===== src/rtl/edge_morph_if.sv =====
// Binary edge-pixel stream: detector-side input (pre_*) and display-side output (post_*).
interface edge_morph_if;
  logic pre_vs;
  logic pre_de;
  logic pre_bit;
  logic post_vs;
  logic post_de;
  logic post_bit;

  modport master (output pre_vs, pre_de, pre_bit, input post_vs, post_de, post_bit);
  modport slave  (input pre_vs, pre_de, pre_bit, output post_vs, post_de, post_bit);
endinterface


===== src/rtl/edge_morph.sv =====
// Binary 3x3 morphology (erode / dilate / majority) on the edge-detector bit stream.
// Fixed 3-clock latency for vs/de/bit. Window centre is one row and one column behind
// the incoming pixel. Also reports the number of set output pixels in the previous frame.
module edge_morph #(
  parameter logic [10:0] IMG_HDISP = 11'd1280,
  parameter logic [10:0] IMG_VDISP = 11'd720
) (
  input  logic        clk,
  input  logic        rst_n,
  input  logic        EN,
  input  logic [1:0]  mode,
  edge_morph_if.slave bus,
  output logic [20:0] edge_count
);

  localparam int AW    = (IMG_HDISP > 11'd1) ? $clog2(IMG_HDISP) : 1;
  localparam int DEPTH = int'(IMG_HDISP);

  typedef enum logic [1:0] {
    MODE_BYPASS = 2'd0,
    MODE_ERODE  = 2'd1,
    MODE_DILATE = 2'd2,
    MODE_MAJ    = 2'd3
  } mode_e;

  mode_e       r_actMode;
  logic        r_vsPrev;
  logic        r_dePrev;
  logic [10:0] r_col;
  logic [10:0] r_row;

  logic        r_lb1 [DEPTH];
  logic        r_lb2 [DEPTH];

  logic        r_s1Vs, r_s1De, r_s1Bit, r_s1Up1, r_s1Up2;
  logic        r_s1Row1, r_s1Row2, r_s1Col1, r_s1Col2;
  logic        r_s2Vs, r_s2De;
  logic        r_s2Row1, r_s2Row2, r_s2Col1, r_s2Col2;
  logic [8:0]  r_win;
  logic        r_s3Vs, r_s3De, r_s3Bit;
  logic        r_s3VsPrev;
  logic [20:0] r_acc;
  logic [20:0] r_edgeCount;

  logic          w_deFall;
  logic          w_vsRise;
  logic          w_colOk;
  logic          w_wrEn;
  logic          w_ident;
  logic [AW-1:0] w_addr;
  logic          w_rd1;
  logic          w_rd2;
  logic [2:0]    w_rowOk;
  logic [8:0]    w_valid;
  logic [8:0]    w_tap;
  logic [3:0]    w_pop;
  logic          w_res;
  logic          w_postRise;
  logic          w_inc;

  // Taps outside the image take the value that leaves the operator unaffected:
  // 1 for erode (AND), 0 for dilate/majority. Line-buffer reads past the line end do the same.
  assign w_deFall = r_dePrev & ~bus.pre_de;
  assign w_vsRise = bus.pre_vs & ~r_vsPrev;
  assign w_colOk  = (r_col < IMG_HDISP);
  assign w_wrEn   = bus.pre_de & w_colOk;
  assign w_ident  = (r_actMode == MODE_ERODE);
  assign w_addr   = r_col[AW-1:0];
  assign w_rd1    = w_colOk ? r_lb1[w_addr] : w_ident;
  assign w_rd2    = w_colOk ? r_lb2[w_addr] : w_ident;

  // Window bit layout: [2:0] column c, [5:3] column c-1, [8:6] column c-2; within a column
  // bit 0 is row r, bit 1 row r-1, bit 2 row r-2.
  assign w_rowOk = {r_s2Row2, r_s2Row1, 1'b1};
  assign w_valid = {w_rowOk & {3{r_s2Col2}}, w_rowOk & {3{r_s2Col1}}, w_rowOk};
  assign w_tap   = (r_win & w_valid) | ({9{w_ident}} & ~w_valid);
  assign w_pop   = 4'($countones(w_tap));

  assign w_postRise = r_s3Vs & ~r_s3VsPrev;
  assign w_inc      = r_s3De & r_s3Bit;

  assign bus.post_vs  = r_s3Vs;
  assign bus.post_de  = r_s3De;
  assign bus.post_bit = r_s3Bit;
  assign edge_count   = r_edgeCount;

  // Row/column position tracking and once-per-frame capture of the operating mode.
  always_ff @(posedge clk or negedge rst_n) begin
    if (!rst_n) begin
      r_vsPrev  <= 1'b0;
      r_dePrev  <= 1'b0;
      r_col     <= '0;
      r_row     <= '0;
      r_actMode <= MODE_BYPASS;
    end else begin
      r_vsPrev <= bus.pre_vs;
      r_dePrev <= bus.pre_de;
      if (w_vsRise) begin
        r_actMode <= EN ? mode_e'(mode) : MODE_BYPASS;
      end
      if (bus.pre_vs) begin
        r_col <= '0;
        r_row <= '0;
      end else if (w_deFall) begin
        r_col <= '0;
        if (r_row < IMG_VDISP) begin
          r_row <= r_row + 11'd1;
        end
      end else if (bus.pre_de && w_colOk) begin
        r_col <= r_col + 11'd1;
      end
    end
  end

  // Two 1-bit line RAMs, read-before-write: row r-1 moves into the r-2 buffer as row r lands.
  always_ff @(posedge clk) begin
    if (w_wrEn) begin
      r_lb1[w_addr] <= bus.pre_bit;
      r_lb2[w_addr] <= r_lb1[w_addr];
    end
  end

  // Stage 1: capture the new column of taps together with its in-image flags.
  always_ff @(posedge clk or negedge rst_n) begin
    if (!rst_n) begin
      r_s1Vs   <= 1'b0;
      r_s1De   <= 1'b0;
      r_s1Bit  <= 1'b0;
      r_s1Up1  <= 1'b0;
      r_s1Up2  <= 1'b0;
      r_s1Row1 <= 1'b0;
      r_s1Row2 <= 1'b0;
      r_s1Col1 <= 1'b0;
      r_s1Col2 <= 1'b0;
    end else begin
      r_s1Vs   <= bus.pre_vs;
      r_s1De   <= bus.pre_de;
      r_s1Bit  <= bus.pre_bit;
      r_s1Up1  <= w_rd1;
      r_s1Up2  <= w_rd2;
      r_s1Row1 <= (r_row >= 11'd1);
      r_s1Row2 <= (r_row >= 11'd2);
      r_s1Col1 <= (r_col >= 11'd1);
      r_s1Col2 <= (r_col >= 11'd2);
    end
  end

  // Stage 2: shift the 3x3 window on valid pixels only, so de gaps keep columns contiguous.
  always_ff @(posedge clk or negedge rst_n) begin
    if (!rst_n) begin
      r_s2Vs   <= 1'b0;
      r_s2De   <= 1'b0;
      r_s2Row1 <= 1'b0;
      r_s2Row2 <= 1'b0;
      r_s2Col1 <= 1'b0;
      r_s2Col2 <= 1'b0;
      r_win    <= '0;
    end else begin
      r_s2Vs   <= r_s1Vs;
      r_s2De   <= r_s1De;
      r_s2Row1 <= r_s1Row1;
      r_s2Row2 <= r_s1Row2;
      r_s2Col1 <= r_s1Col1;
      r_s2Col2 <= r_s1Col2;
      if (r_s1De) begin
        r_win <= {r_win[5:0], r_s1Up2, r_s1Up1, r_s1Bit};
      end
    end
  end

  // Select the morphology result for the active mode; bypass passes the newest pixel through.
  always_comb begin
    w_res = 1'b0;
    case (r_actMode)
      MODE_ERODE:  w_res = &w_tap;
      MODE_DILATE: w_res = |w_tap;
      MODE_MAJ:    w_res = (w_pop >= 4'd5);
      default:     w_res = r_win[0];
    endcase
  end

  // Stage 3: output register; the bit is forced low outside active video.
  always_ff @(posedge clk or negedge rst_n) begin
    if (!rst_n) begin
      r_s3Vs  <= 1'b0;
      r_s3De  <= 1'b0;
      r_s3Bit <= 1'b0;
    end else begin
      r_s3Vs  <= r_s2Vs;
      r_s3De  <= r_s2De;
      r_s3Bit <= r_s2De & w_res;
    end
  end

  // Per-frame set-pixel count: published and restarted on the output vs rising edge.
  always_ff @(posedge clk or negedge rst_n) begin
    if (!rst_n) begin
      r_s3VsPrev  <= 1'b0;
      r_acc       <= '0;
      r_edgeCount <= '0;
    end else begin
      r_s3VsPrev <= r_s3Vs;
      if (w_postRise) begin
        r_edgeCount <= r_acc;
        r_acc       <= {20'd0, w_inc};
      end else if (w_inc && (r_acc != 21'h1FFFFF)) begin
        r_acc <= r_acc + 21'd1;
      end
    end
  end

endmodule

===== src/flat_wrapper.sv =====
// flat-port wrapper written by rule: the top's interface ports become plain ports
module edge_morph_flat 
#(
  parameter logic [10:0] IMG_HDISP = 11'd1280,
  parameter logic [10:0] IMG_VDISP = 11'd720
)
  (clk, rst_n, EN, mode, edge_count, bus_pre_vs, bus_pre_de, bus_pre_bit, bus_post_vs, bus_post_de, bus_post_bit);
  edge_morph_if bus_i ();
  input  logic clk;
  input  logic rst_n;
  input  logic EN;
  input  logic [1:0] mode;
  output logic [20:0] edge_count;
  input wire logic [$bits(bus_i.pre_vs)-1:0] bus_pre_vs;
  input wire logic [$bits(bus_i.pre_de)-1:0] bus_pre_de;
  input wire logic [$bits(bus_i.pre_bit)-1:0] bus_pre_bit;
  output wire logic [$bits(bus_i.post_vs)-1:0] bus_post_vs;
  output wire logic [$bits(bus_i.post_de)-1:0] bus_post_de;
  output wire logic [$bits(bus_i.post_bit)-1:0] bus_post_bit;
  assign bus_i.pre_vs = bus_pre_vs;
  assign bus_i.pre_de = bus_pre_de;
  assign bus_i.pre_bit = bus_pre_bit;
  assign bus_post_vs = bus_i.post_vs;
  assign bus_post_de = bus_i.post_de;
  assign bus_post_bit = bus_i.post_bit;
  edge_morph #(.IMG_HDISP(IMG_HDISP), .IMG_VDISP(IMG_VDISP)) u_core (.clk(clk), .rst_n(rst_n), .EN(EN), .mode(mode), .bus(bus_i), .edge_count(edge_count));
endmodule

===== config.mk =====
export PLATFORM = sky130hd
export DESIGN_NAME = edge_morph_flat
export DESIGN_NICKNAME = d
export VERILOG_FILES = /design/src/rtl/edge_morph_if.sv /design/src/rtl/edge_morph.sv /design/src/flat_wrapper.sv
export SDC_FILE = /design/constraint.sdc
export NUM_CORES = 2
export LEC_CHECK = 0
export CAP_MARGIN = 15
export CORE_MARGIN = 1
export CORE_UTILIZATION = 45
export DETAILED_ROUTE_END_ITERATION = 8
export DONT_BUFFER_PORTS = 1
export HOLD_SLACK_MARGIN = 0.05
export SYNTH_ARGS = -nofsm -noshare
export SYNTH_HDL_FRONTEND = slang
export SYNTH_SLANG_ARGS = --single-unit

===== constraint.sdc =====
create_clock -name clk -period 61.3 [get_ports clk]
set_input_delay 12.26 -clock clk [delete_from_list [all_inputs] [get_ports clk]]
set_output_delay 12.26 -clock clk [all_outputs]
set_load 0.005 [all_outputs]

# Word level (Yosys, flattened, before mapping)
# Memory sizes are Yosys's and may differ from the RTL's.
# Index checks and enable logic that the tools add are counted.
# word_totals
input_bits,8
n_memories,2
regBits,94
out_inout_bits,24
ram_bits,2560
# op_classes
eq_ne,4
n_bitwise,15
order_cmp,7
muxes,14
n_addsub,11
reduce_logical,9
# memory_table
name,depth,word_bits,read_ports,rd_ports_with_merged_regs,write_ports,line_no,text
u_core.r_lb1,1280,1,1,0,1,edge_morph.sv:32,logic r_lb1 [DEPTH];
u_core.r_lb2,1280,1,1,0,1,edge_morph.sv:33,logic r_lb2 [DEPTH];
# ops
cell,n
two-way mux 11 bit,6
two-way mux 21 bit,2
adder 11 x 1 -> 11 bit (second input constant),2
>= comparator 11 x 1 -> 1 bit (second input constant),2
>= comparator 11 x 2 -> 1 bit (second input constant),2
adder 21 x 1 -> 21 bit (second input constant),1
!= test 21 bit (second input constant),1
AND 9 bit,2
adder 4 bit,3
< comparator 11 x 10 -> 1 bit (second input constant),1
< comparator 11 bit (second input constant),1
NOT 9 bit,1
bitwise OR 9 bit,1
AND reduction 9 bit,1
OR reduction 9 bit,1
adder 1 x 1 -> 2 bit,4
AND 1 bit,6
AND 3 bit,2
nonzero test 2 bit,3
adder 4 x 1 -> 4 bit,1
equality test 2 bit (second input constant),2
>= comparator 4 x 3 -> 1 bit (second input constant),1
two-way mux 1 bit,4
NOT 1 bit,3
other kinds (6),7

# Logic depth before layout (Yosys ltp)
# depth
depth_word,11
ltp_mapped,16

# Worst setup path before layout
# Ideal clock, no wire load.
# synth_timing
kind,register to register
startpoint,reg u_core.r_col[1]
endpoint,mem u_core.r_lb2[0] (data pin)
setup_time_ns,6.385
path_stages_with_launch,13
period_less_slack_ns,23.917
setup_slack_ns,37.383
t_arrival_ns,17.532
cell_sequence,dfrtp_1 -> buf_2 -> buf_2 -> clkbuf_1 -> buf_2 -> mux2i_1 -> o22ai_1 -> nor4_1 -> nand2_1 -> a22oi_1 -> nand4_1 -> a22oi_1 -> nand3_1
# synth_via
elab_chain_len,1
# synth_lines
element,line_no,text
from (decl),edge_morph.sv:29,logic [10:0] r_col;
from (signal assigned),edge_morph.sv:110,r_col <= r_col + 11'd1;
memory read (1280 x 1 bit),n/a,
to (decl),edge_morph.sv:33,
# No other way between the ends.

# Final worst setup path
# layout_timing
startpoint,in bus_pre_de
endpoint,"mem u_core.r_lb2[661], enable pin"
# layout_via
elab_chain_len,3
# layout_lines
element,line_no,text
from (decl),flat_wrapper.sv:15,input wire logic [$bits(bus_i.pre_de)-1:0] bus_pre_de;
AND 1 bit,edge_morph.sv:66,assign w_wrEn = bus.pre_de & w_colOk;
two-way mux 1 bit,edge_morph.sv:117,if (w_wrEn) begin
two-way mux 1 bit (implied by the code),edge_morph.sv:119,r_lb2[w_addr] <= r_lb1[w_addr];
# No other way between the ends.

==> impl_results.md <==
* Status: completed
* Initial antenna violation count at 13
* Final count of hold timing violations at 0
* Ranking of synthesized cells by area: edfxtp_1 (72%), mux2i_1 (9.5%), nor2_1 (4.7%)
* WP data required at 61.88 ns
* Synth Register Bits at 2,654
* Net switching power at 817 uW
* Clock share of power at 43.0%
* Dpl cell area at ~0.11 sq mm
* Min-Delay Path Class: reg -> reg
* Pre-Repair DR Iteration Count at 6
* Vias in the first global route at 61,600
* WHS Endpoint: u_core.r_s2Col1
* Grt total ovfl at 0
* I/O Buffers at 0
* Reg area at 0.0792 sq mm
* Crit end category: register
* Crit Reg-Reg Endpoint: u_core.r_lb2[55]
* Row cnt at roughly 180
* Power Total at 3860 uW
* Unrepaired setup endpoints after global routing: false
* CTS sink count at roughly 2,700
* Chip width at just under 500 um
* Layout filler cell count at roughly 20,000
* Synth warnings at 0
* Commonest register cell after synthesis: edfxtp_1
* Clock Skew at roughly 0.062 ns
* Post-CTS resize count at 0
* Combinational share of power at approximately 4.5%
* PwrDens at between 30 and 40 mW/mm^2
* Post-CTS Hold Buffers at 0
* Remaining DRCs at 0
* CTS tree: done
* Clock buffer depth at 4
* Peak supply drop at a little under 30 uV
* CP arrival at around 15 ns
* Most instantiated library cell after synthesis: edfxtp_1
* Boundary Pins at 32
* Crit-path most repeated cell: buf_4
* Overall routing resource usage at 24.9%
* Slowest cell on crit path: nand3_4
* Clk slew on worst S/H paths at about 0.060 ns
* Static Leak at 0.0357 uW
* Worst R2R Start: u_core.r_col[1]
* Final Max Slew Viols at 0
* First-pass GRT wire length at approximately 430,000 um
* Cell taking the most area after synthesis: edfxtp_1
* Min-delay src: u_core.r_s1Col1
* Vias at 62,000
* Sequential share of the synthesized area at around three quarters
* WL per Instance at 29.9 um
* Share of power burned in registers at 52.5%
* Number of synthesized flops with an enable pin at 2,560
* Buf/Inv on CP at 3
* Area of the mapped netlist at between 0.1 and 0.15 sq mm
* Routed Antenna Nets at 0
* H-tree depth at 5
* Post-synth top cells: edfxtp_1 (2,560), nor2_1 (1,332), mux2i_1 (1,025), o22ai_1 (513), clkbuf_1 (285)
* Fin area at 0.120 sq mm
* Cells on worst reg2reg path at 15
* Drt via density at around 6.1
* Clk_lat worst skew at between 0.9 and 1 ns
* Top-area cell type share of the netlist area at 71.5%
* Internal power at 3040 uW
* Fin crit share at 23.5%
* Layout Nets at 6,879
* Cells along the critical path: inv_1, a21oi_4, buf_4, buf_4, nand3_4, nor2_1
* Maxcap violations at 0
* Die area at around 0.24 sq mm
* Peak per-stage delay on the critical path at 1.01 ns
* Core Area at 0.238 sq mm
* CP Class: in -> reg
* Final Setup Violations at 0
* Initial DRC count at 7,344
* Worst setup SP type: input port
* Worst-Margin Slew at 1.27 ns
* Multi-input gate area at 0.0264 sq mm
* Detailed-route wire length at around 310,000 um
* Worst Hold Depth at 0
* Fmax at 0.0693 GHz
* Mapped Cells at 6,934
* Post-synthesis async set-or-reset flop share at 3.54%
* Synth Net Count at 6,960
* Flop-to-flop setup slack at 51.45 ns
* CP Launch Point: bus_pre_de
* GP Congestion at between 0.8 and 0.9
* Switching share of power at 21.2%
* Root buf cell: clkbuf_16
* Die height at 491 um
* Yosys cell types at 58
* Largest net degree at the start of global routing at 248
* Ratio of cells with drive above 1 in the final layout at 11.0%
* Slew HR at between 10% and 20%
* Finished Core Util at 50.6%
* Final sum of negative setup slack at 0 ns
* Tmin final at between 10 and 15 ns
* Area Overhead vs Synth at 11.9%
* Starting Density at 45.2%
* # Post-CTS Setup Buffers at 0
* Cts bufs inserted at between 200 and 300
* Mean area per synthesized cell at 15.5 sq um
* Largest fanout on the critical path at 37
* Largest delay share family, worst path: simple AND/OR/NAND/NOR gates
* HPWL Detailed at 167,000 um
==> flip-flops by register name (all words and copies together), names as in the netlist, 2 cells and up <==
name and flops:
u_core.r_lb2 1280, u_core.r_col 11, u_core.r_acc 21, u_core.r_actMode 2, u_core.r_row 11, u_core.edge_count 21, u_core.r_lb1 1280, u_core.r_win 9
==> metrics by stage <==
| stage | worst slack (ns) | std cells | hold slack [ns] |
|---|---|---|---|
| final | 46.86 | 10200 | 0.349 |
| after global routing | 46.82 | 10200 | 0.362 |
| after CTS | 46.95 | 10200 | 0.359 |
| after detailed placement | 45.98 | 9718 | 0.336 |
| after global placement | 46.00 | 9716 | 0.334 |
| after floorplan | 37.38 | 6934 | 0.331 |
==> cell families (layout without fill, tap and decap cells) <==
| family | after synthesis | count (layout) | synth area share, % |
|---|---|---|---|
| multiplexers | 1162 | 1162 | 12.3 |
| AO/OA/AOI/OAI | 663 | 663 | 4.00 |
| adder cells (fa/ha/maj) | 18 | 18 | 0.244 |
| other | 0 | 6 | 0 |
| flip-flops | 2654 | 2654 | 73.7 |
| AND/OR/NAND/NOR | 1845 | 1845 | 7.16 |
| buffers and inverters | 563 | 685 | 2.35 |
| XOR/XNOR | 29 | 29 | 0.236 |
==> layout make-up <==
cell class	instances	area share (%)
antenna	6	0.0125
clock inverter	142	1.01
clock buffer	350	6.38
timing repair buffer	179	1.43
multi-input combinational	3717	21.9
inverter	14	0.0437
tap	3167	3.30
sequential	2654	65.9
==> power groups by stage <==
stage          registers [uW]  clock network, uW  logic [uW]
2_1_floorplan            2150                  0         107
3_3_place_gp             2060                  0         172
3_5_place_dp             2060                  0         175
4_1_cts                  2020               1680         175
5_1_grt                  2020               1740         186
6_report                 2020               1660         174
==> worst max-delay path by stage <==
stage                             end  slack (ns)  cells past startpoint
floorplan             u_core.r_lb2[0]       37.38                     12
global placement    u_core.r_lb1[693]       46.00                      6
detailed placement  u_core.r_lb1[949]       45.98                      6
CTS                 u_core.r_lb1[949]       46.95                      6
global route        u_core.r_lb1[789]       46.82                      6
finish              u_core.r_lb2[661]       46.86                      6
==> placed cells by master, fill, tap and decap left out, drive strengths merged, types with 32 or more instances in the layout <==
cell type,instances
edfxtp,2560
nor2,1332
mux2i,1025
o22ai,513
clkbuf,350
nand2,227
buf,179
nor4,130
mux4,128
clkinv,106
a22oi,101
dfrtp,94
nand3,55
nand4,32
==> per-layer routing <==
layer  part of all wire [%]  GRT usage [%]  vias to the layer above
li1                       -              -                    26400
met5                  0.011              0                        -
met3                    8.3           4.00                      524
met2                     48           40.2                     2911
met1                     41           34.7                    32200
met4                    3.0           7.90                        6
No activity file was read; power rests on OpenSTA's default activity.
